==> src/rtl/burst_pulse_gen.sv <==
// burst_pulse_gen: emits a burst of PULSES high/low pulses on each rising edge of start
module burst_pulse_gen #(
  parameter int PULSES   = 4,
  parameter int HIGH_CYC = 3,
  parameter int LOW_CYC  = 2,
  parameter int CW       = 4,
  parameter int IW       = 3
) (
  input  logic          clk,
  input  logic          rst,
  input  logic          start,
  output logic          pulse_out,
  output logic          busy,
  output logic          done,
  output logic [IW-1:0] pulse_idx
);
  typedef enum logic [1:0] {IDLE, HIGH, LOW, DONE} state_t;
  state_t        state;
  logic          start_q;
  logic [CW-1:0] cnt;
  logic [IW-1:0] idx;
  logic          rise, high_end, low_end, last;
  assign rise     = start & ~start_q;
  assign high_end = cnt == CW'(HIGH_CYC - 1);
  assign low_end  = cnt == CW'(LOW_CYC - 1);
  assign last     = idx == IW'(PULSES - 1);
  // Burst sequencer; start is only looked at in IDLE (edge) and DONE (level)
  always_ff @(posedge clk or posedge rst)
    if (rst) begin
      state   <= IDLE;
      start_q <= 1'b0;
      cnt     <= '0;
      idx     <= '0;
    end else begin
      start_q <= start;
      case (state)
        IDLE: if (rise) begin
          state <= HIGH;
          cnt   <= '0;
          idx   <= '0;
        end
        HIGH: if (high_end) begin
          state <= last ? DONE : LOW;
          cnt   <= '0;
        end else cnt <= cnt + 1'b1;
        LOW: if (low_end) begin
          state <= HIGH;
          cnt   <= '0;
          idx   <= idx + 1'b1;
        end else cnt <= cnt + 1'b1;
        DONE: if (!start) begin
          state <= IDLE;
          idx   <= '0;
        end
        default: state <= IDLE;
      endcase
    end
  assign pulse_out = state == HIGH;
  assign busy      = (state == HIGH) || (state == LOW);
  assign done      = state == DONE;
  assign pulse_idx = idx;
endmodule

==> config.mk <==
export PLATFORM = sky130hd
export DESIGN_NAME = burst_pulse_gen
export DESIGN_NICKNAME = d
export VERILOG_FILES = /design/src/rtl/burst_pulse_gen.sv
export SDC_FILE = /design/constraint.sdc
export NUM_CORES = 1
export LEC_CHECK = 0
export CAP_MARGIN = 20
export CORE_AREA = 2 2 39 41
export CTS_BUF_LIST = sky130_fd_sc_hd__clkbuf_4
export DETAILED_ROUTE_END_ITERATION = 6
export DIE_AREA = 0 0 41 43
export PLACE_DENSITY = 0.78
export SLEW_MARGIN = 10
export SYNTH_ARGS = -nofsm -noshare
export SYNTH_HDL_FRONTEND = slang
export SYNTH_SLANG_ARGS = --single-unit
==> constraint.sdc <==
create_clock -name clk -period 4.9 [get_ports clk]
set_clock_uncertainty 0.1 [all_clocks]
set_input_delay 1.47 -clock clk [delete_from_list [all_inputs] [get_ports clk]]
set_output_delay 1.47 -clock clk [all_outputs]
set_load 0.005 [all_outputs]
==> results of run 1 <==
cell usage in the layout, fill, tap and decap left out:
cell type         n
dfrtp_1          10
nand2_1           8
clkdlybuf4s50_1   8
o21ai_1           6
ha_1              6
inv_1             5
nand2b_1          4
nor2_1            4
a21oi_1           4
mux2i_1           3
clkbuf_4          3
o2111ai_1         2
nor2b_1           1
inv_2             1
o41ai_2           1
and4b_1           1
mux2_4            1
nor3b_2           1
o22ai_1           1
a21o_1            1
or3_1             1
a31oi_1           1
o31a_1            1
a2111oi_0         1
nor3b_1           1
o21ai_0           1
Yosys cell counts, drive strengths merged (2+ instances only):
cell type,number,area share
nor3b,2,0.031
dfrtp,10,0.38
ha,6,0.11
nand2,8,0.046
nand2b,4,0.038
inv,6,0.034
nor2,4,0.023
buf,3,0.033
a21oi,4,0.031
o21ai,7,0.054
mux2i,3,0.046
o2111ai,2,0.027
state kept, by name, summed over array words and instances, names as in the netlist:
signal	flops
pulse_idx	3
start_q	1
state	2
cnt	4
power by group through the flow:
stage	clock network [mW]	logic, mW	registers (mW)
detailed placement	0	0.267	0.135
finish	0.0567	0.271	0.134
global route	0.0632	0.296	0.137
floorplan	0	0.214	0.123
global placement	0	0.263	0.134
CTS	0.0575	0.271	0.133
per-layer routing:
layer	wire length, µm	vias up	track usage
met5	0	-	0
met4	22	0	0.100
met3	27	4	0.0314
met2	597	6	0.259
met1	584	247	0.247
li1	-	259	-
critical path, stage by stage, from the launching register on:
cell	delay, ns
dfrtp_1	0.40
inv_1	0.11
ha_1	0.36
clkdlybuf4s50_1	0.57
worst min-delay path by stage:
stage                                         from                  endpoint  slack, ns  depth (start not counted)
final                     pulse_idx[1]$_DFFE_PP0P_  pulse_idx[1]$_DFFE_PP0P_       0.45                          2
after floorplan           pulse_idx[1]$_DFFE_PP0P_  pulse_idx[1]$_DFFE_PP0P_       0.43                          2
after global routing      pulse_idx[1]$_DFFE_PP0P_  pulse_idx[1]$_DFFE_PP0P_       0.49                          2
after CTS                 pulse_idx[1]$_DFFE_PP0P_  pulse_idx[1]$_DFFE_PP0P_       0.45                          2
after detailed placement  pulse_idx[1]$_DFFE_PP0P_  pulse_idx[1]$_DFFE_PP0P_       0.44                          2
after global placement    pulse_idx[1]$_DFFE_PP0P_  pulse_idx[1]$_DFFE_PP0P_       0.44                          2
final cells by class:
type / instances / area (µm²)
clock buffers: 3 / 22.5
fillers: 122 / 629
inverters: 6 / 22.5
multi-input cells: 50 / 359
flip-flops and latches: 10 / 250
well taps: 16 / 20.0
repair buffers: 8 / 80.1
kinds of logic (layout without fill, tap and decap cells):
group | Yosys count | after routing
AND/OR/NAND/NOR | 21 | 21
adder cells (fa/ha/maj) | 6 | 6
flip-flops | 10 | 10
AO/OA/AOI/OAI | 19 | 19
multiplexers | 4 | 4
buffers and inverters | 9 | 17
==> key figures, run 1 <==
Placement
  – DP HPWL: 903 µm
  – Global placement routability congestion: 0.724
  – Worst slack, placed: 1.86 ns
  – Post-place instance area: 732 µm²
  – IO buf count: 8
  – Placed cell count: 90

Die
  – Die height: 43 µm
  – Die width: 41 µm
  – # IOs: 9
  – Row cnt: 14
  – Die footprint: 1760 µm²
  – Starting Density: 0.472
  – Core outline area: 1380 µm²

Synthesis
  – Post-Synth Simple-Gate Area: 0.172
  – Top FF cell, synth: dfrtp_1
  – FF+latch count, synth: 10
  – Avg Inst Size Synth: 9.47 µm²
  – Post-synthesis compound-gate area fraction: 0.193
  – Synth warnings: 0
  – EDFF count, synth: 0
  – Library cells used by synthesis: 26
  – Mapped Area: 653 µm²
  – Adder-cell share of the synthesized area: 0.115
  – Seq/Total Area, Yosys: 0.383
  – Largest family of logic cells by synthesized area: compound AO/OA/AOI/OAI gates
  – Mux share of post-synthesis cell area: 0.0690
  – Syn Inst Count: 69
  – Syn Nets: 78
  – Asr flop ratio synth: 1.00
  – XOR/XNOR Fraction of Synth Area: 0

Timing
  – Setup TNS: 0 ns
  – RSZ-0062 raised after global routing: no
  – Rel. slew slack: 0.716
  – Pins Over Slew Limit: 0
  – Worst Hold Slack: 0.451 ns
  – Post-layout minimum cycle time: 3.27 ns
  – Final WS setup: 1.63 ns
  – Final hold viol count: 0
  – Endpoints failing setup: 0
  – Worst slew pin tran: 0.415 ns
  – Fmax: 0.306 GHz
  – Final critical-path share of the clock period: 0.667

Routing
  – Pre-antenna DRT Iters: 4
  – DR vias: 516
  – Wire per inst: 13.2 µm
  – Remaining antenna violation count after routing: 0
  – # DRC: 0
  – Routed Wire Length: 1.23 mm
  – Via-to-Cell Ratio: 5.55
  – DRT iter0 DRCs: 9

Pwr
  – Clock power frac: 0.123
  – Final Power: 0.461 mW
  – Switch share: 0.424
  – Peak VDD IR: 405 µV
  – Part of the power in combinational logic: 0.588
  – Switching pwr: 0.196 mW
  – Pwr dens: 612 nW/µm²
  – P_leak: 0.341 nW
  – Pint: 0.266 mW
  – Flop pwr share: 0.289

Status
  – Status: completed

Clock tree
  – CTS sink cnt: 10
  – Clock-pin slew on the worst setup and hold paths: 0.06 ns
  – H-tree levels: 1
  – Post-cts resize count: 0
  – Hold_buf cts: 0
  – Clk_lat worst skew: 0.26 ns
  – CTS Buf Count: 3
  – Post-CTS Setup Repair Bufs: 0
  – Root buffer cell: clkbuf_4
  – Max clock buf depth: 2
  – CTS tree: done

Layout
  – Final core occ: 0.545
  – Inserted Diodes: 0
  – Fin cells: 93
  – Post-route cell area: 754 µm²
  – Final nets: 88
  – Area grow syn2layout: 15.5%
  – Layout cells sized above 1: 0.0909

Worst setup path
  – Crit Path Class: reg2out
  – Reg2reg end: cnt[1]$_DFFE_PP0P_
  – CP endpoint kind: primary output
  – R2R cell count: 6
  – CP max FO: 9
  – Crit path DAT: 1.70 ns
  – Worst Setup EP: pulse_out
  – Startpoint types: register
  – Critical Path RT: 3.33 ns
  – Critical R2R Launch: state[1]$_DFFE_PP0P_
  – R2r setup slk: 3.04 ns
  – Critical path origin: state[1]$_DFFE_PP0P_

GRT
  – GRT Util Overall: 0.181
  – Number of global-route vias before repair: 490
  – Gr ovfl total: 0
  – Pin count of the biggest net entering global routing: 11
  – Initial antenna violation count: 0
  – First-pass GRT wire length: 2.13 mm

Min path
  – HP Class: reg2reg

Run
  – Max Cap Violations: 0
Power figures use the tool's default switching activity.
==> inputs of run 2 (changes only) <==
--- a/config.mk
+++ b/config.mk
@@ -6,11 +6,11 @@
 export NUM_CORES = 1
 export LEC_CHECK = 0
 export CAP_MARGIN = 20
-export CORE_AREA = 2 2 39 41
+export CORE_MARGIN = 2
+export CORE_UTILIZATION = 49
 export CTS_BUF_LIST = sky130_fd_sc_hd__clkbuf_4
 export DETAILED_ROUTE_END_ITERATION = 6
-export DIE_AREA = 0 0 41 43
-export PLACE_DENSITY = 0.78
+export PLACE_DENSITY = 0.8
 export SLEW_MARGIN = 10
 export SYNTH_ARGS = -nofsm -noshare
 export SYNTH_HDL_FRONTEND = slang
==> constraint.sdc (replaced) <==
create_clock -name clk -period 3 [get_ports clk]
set_clock_uncertainty 0.1 [all_clocks]
set_input_delay 0.9 -clock clk [delete_from_list [all_inputs] [get_ports clk]]
set_output_delay 0.9 -clock clk [all_outputs]
set_load 0.005 [all_outputs]
==> run 2 against run 1 <==
Register-to-register slack lost 1.9 ns. Combinational power rose by 62%. Via count rose by 0.97%. Sequential share of layout area up 0.055 points. Count of clock-buffer cells in the layout is the same. Worst hold slack better by 0.0021 ns. Non-clock buffer count is the same. First-iteration DRC count decreased by 22%. Worst setup slack worse by 1.3 ns. Power grew 62%. Cell count is 1.1% lower. Critical endpoint unchanged.
==> key figures, run 2 (synthesis gave the netlist of run 1 again) <==
Pwr
  – Final Power: 0.749 mW
  – P_leak: 0.341 nW
  – Pwr dens: 995 nW/µm²
  – Peak VDD IR: 467 µV

Placement
  – DP HPWL: 874 µm
  – Post-place instance area: 731 µm²
  – Placed cell count: 89
  – Global placement routability congestion: 0.791
  – IO buf count: 8

Timing
  – Pins Over Slew Limit: 0
  – Endpoints failing setup: 0
  – Worst slew pin tran: 0.378 ns
  – Post-layout minimum cycle time: 2.68 ns
  – Setup TNS: 0 ns
  – Final hold viol count: 0
  – RSZ-0062 raised after global routing: no
  – Worst Hold Slack: 0.453 ns
  – Fmax: 0.373 GHz
  – Final critical-path share of the clock period: 0.894
  – Rel. slew slack: 0.741

Layout
  – Final nets: 88
  – Commonest non-fill, non-tap cells in the layout: dfrtp_1, nand2_1, clkdlybuf4s50_1
  – Fillers: 119
  – Layout cells sized above 1: 0.0909
  – Max reg flops: 4
  – Most common cell after layout, fill and taps aside: dfrtp_1
  – Area of the multi-input gates: 359 µm²
  – Reg with most FFs: cnt
  – Area grow syn2layout: 15.3%
  – Post-route cell area: 753 µm²
  – Inserted Diodes: 0
  – Fin cells: 92
  – FF/Latch Area: 250 µm²

Worst setup path
  – Worst Setup EP: pulse_out
  – Startpoint types: register
  – Critical path origin: state[1]$_DFFE_PP0P_
  – Crit Path Class: reg2out
  – CP endpoint kind: primary output
  – R2r setup slk: 1.12 ns
  – CP max FO: 9
  – R2R cell count: 6
  – Reg2reg end: cnt[1]$_DFFE_PP0P_
  – Crit path DAT: 1.68 ns
  – Critical Path RT: 2.00 ns
  – Critical R2R Launch: state[0]$_DFFE_PP0P_

Routing
  – DR vias: 521
  – Routed Wire Length: 1.25 mm
  – # DRC: 0
  – Pre-antenna DRT Iters: 4
  – Remaining antenna violation count after routing: 0
  – Via-to-Cell Ratio: 5.66
  – Wire per inst: 13.5 µm
  – DRT iter0 DRCs: 7

Die
  – Core outline area: 1270 µm²
  – # IOs: 9
  – Die footprint: 1640 µm²
  – Die width: 40.5 µm
  – Die height: 40.5 µm
  – Starting Density: 0.515
  – Row cnt: 13

GRT
  – Pin count of the biggest net entering global routing: 11
  – Gr ovfl total: 0
  – First-pass GRT wire length: 2.04 mm
  – Number of global-route vias before repair: 467
  – GRT Util Overall: 0.199
  – Initial antenna violation count: 0

Clock tree
  – Hold_buf cts: 0
  – Max clock buf depth: 2
  – CTS tree: done
  – Clock-pin slew on the worst setup and hold paths: 0.06 ns
  – CTS sink cnt: 10
  – CTS Buf Count: 3
  – Post-CTS Setup Repair Bufs: 0
  – H-tree levels: 1
  – Clk_lat worst skew: 0.27 ns
  – Post-cts resize count: 0
  – Root buffer cell: clkbuf_4

Status
  – Status: completed

Min path
  – HP Class: reg2reg

Run
  – Max Cap Violations: 0
run 2: routing by layer:
| layer | routed length, µm | GRT usage | vias to the layer above | share of wire |
|---|---|---|---|---|
| li1 | - | - | 263 | - |
| met1 | 587 | 0.263 | 244 | 0.47 |
| met2 | 584 | 0.278 | 10 | 0.47 |
| met3 | 40 | 0.0333 | 4 | 0.032 |
| met4 | 33 | 0.167 | 0 | 0.026 |
| met5 | 0 | 0 | - | 0 |
run 2: how the worst min path moves through the flow:
stage	cells after the start	slack, ns	end	startpoint
global placement	2	0.44	pulse_idx[1]$_DFFE_PP0P_	pulse_idx[1]$_DFFE_PP0P_
finish	2	0.45	pulse_idx[1]$_DFFE_PP0P_	pulse_idx[1]$_DFFE_PP0P_
detailed placement	2	0.44	pulse_idx[1]$_DFFE_PP0P_	pulse_idx[1]$_DFFE_PP0P_
global route	2	0.49	pulse_idx[1]$_DFFE_PP0P_	pulse_idx[1]$_DFFE_PP0P_
floorplan	2	0.43	pulse_idx[1]$_DFFE_PP0P_	pulse_idx[1]$_DFFE_PP0P_
CTS	2	0.46	pulse_idx[1]$_DFFE_PP0P_	pulse_idx[1]$_DFFE_PP0P_
run 2: per-stage QoR:
stage               worst slack [ns]  utilization
floorplan                       1.13            -
global placement               0.559        0.576
detailed placement             0.539        0.576
CTS                            0.305        0.594
global route                   0.241        0.594
finish                         0.317        0.594
run 2: report_power, final:
part           switching [mW]  internal [mW]  leakage [nW]
combinational           0.224          0.215         0.196
sequential             0.0444          0.172         0.131
clock                  0.0468         0.0465        0.0138
total                   0.316          0.434         0.341
run 2: worst max-delay path, stage by stage, from the launching register on:
cell             delay [ns]
dfrtp_1                0.40
inv_1                  0.10
ha_1                   0.35
clkdlybuf4s50_1        0.57
run 2: layout make-up:
class                      instances  area share
sequential                        10       0.332
tap                               15      0.0249
inverter                           6      0.0299
timing repair buffer               8       0.106
multi-input combinational         50       0.477
clock buffer                       3      0.0299
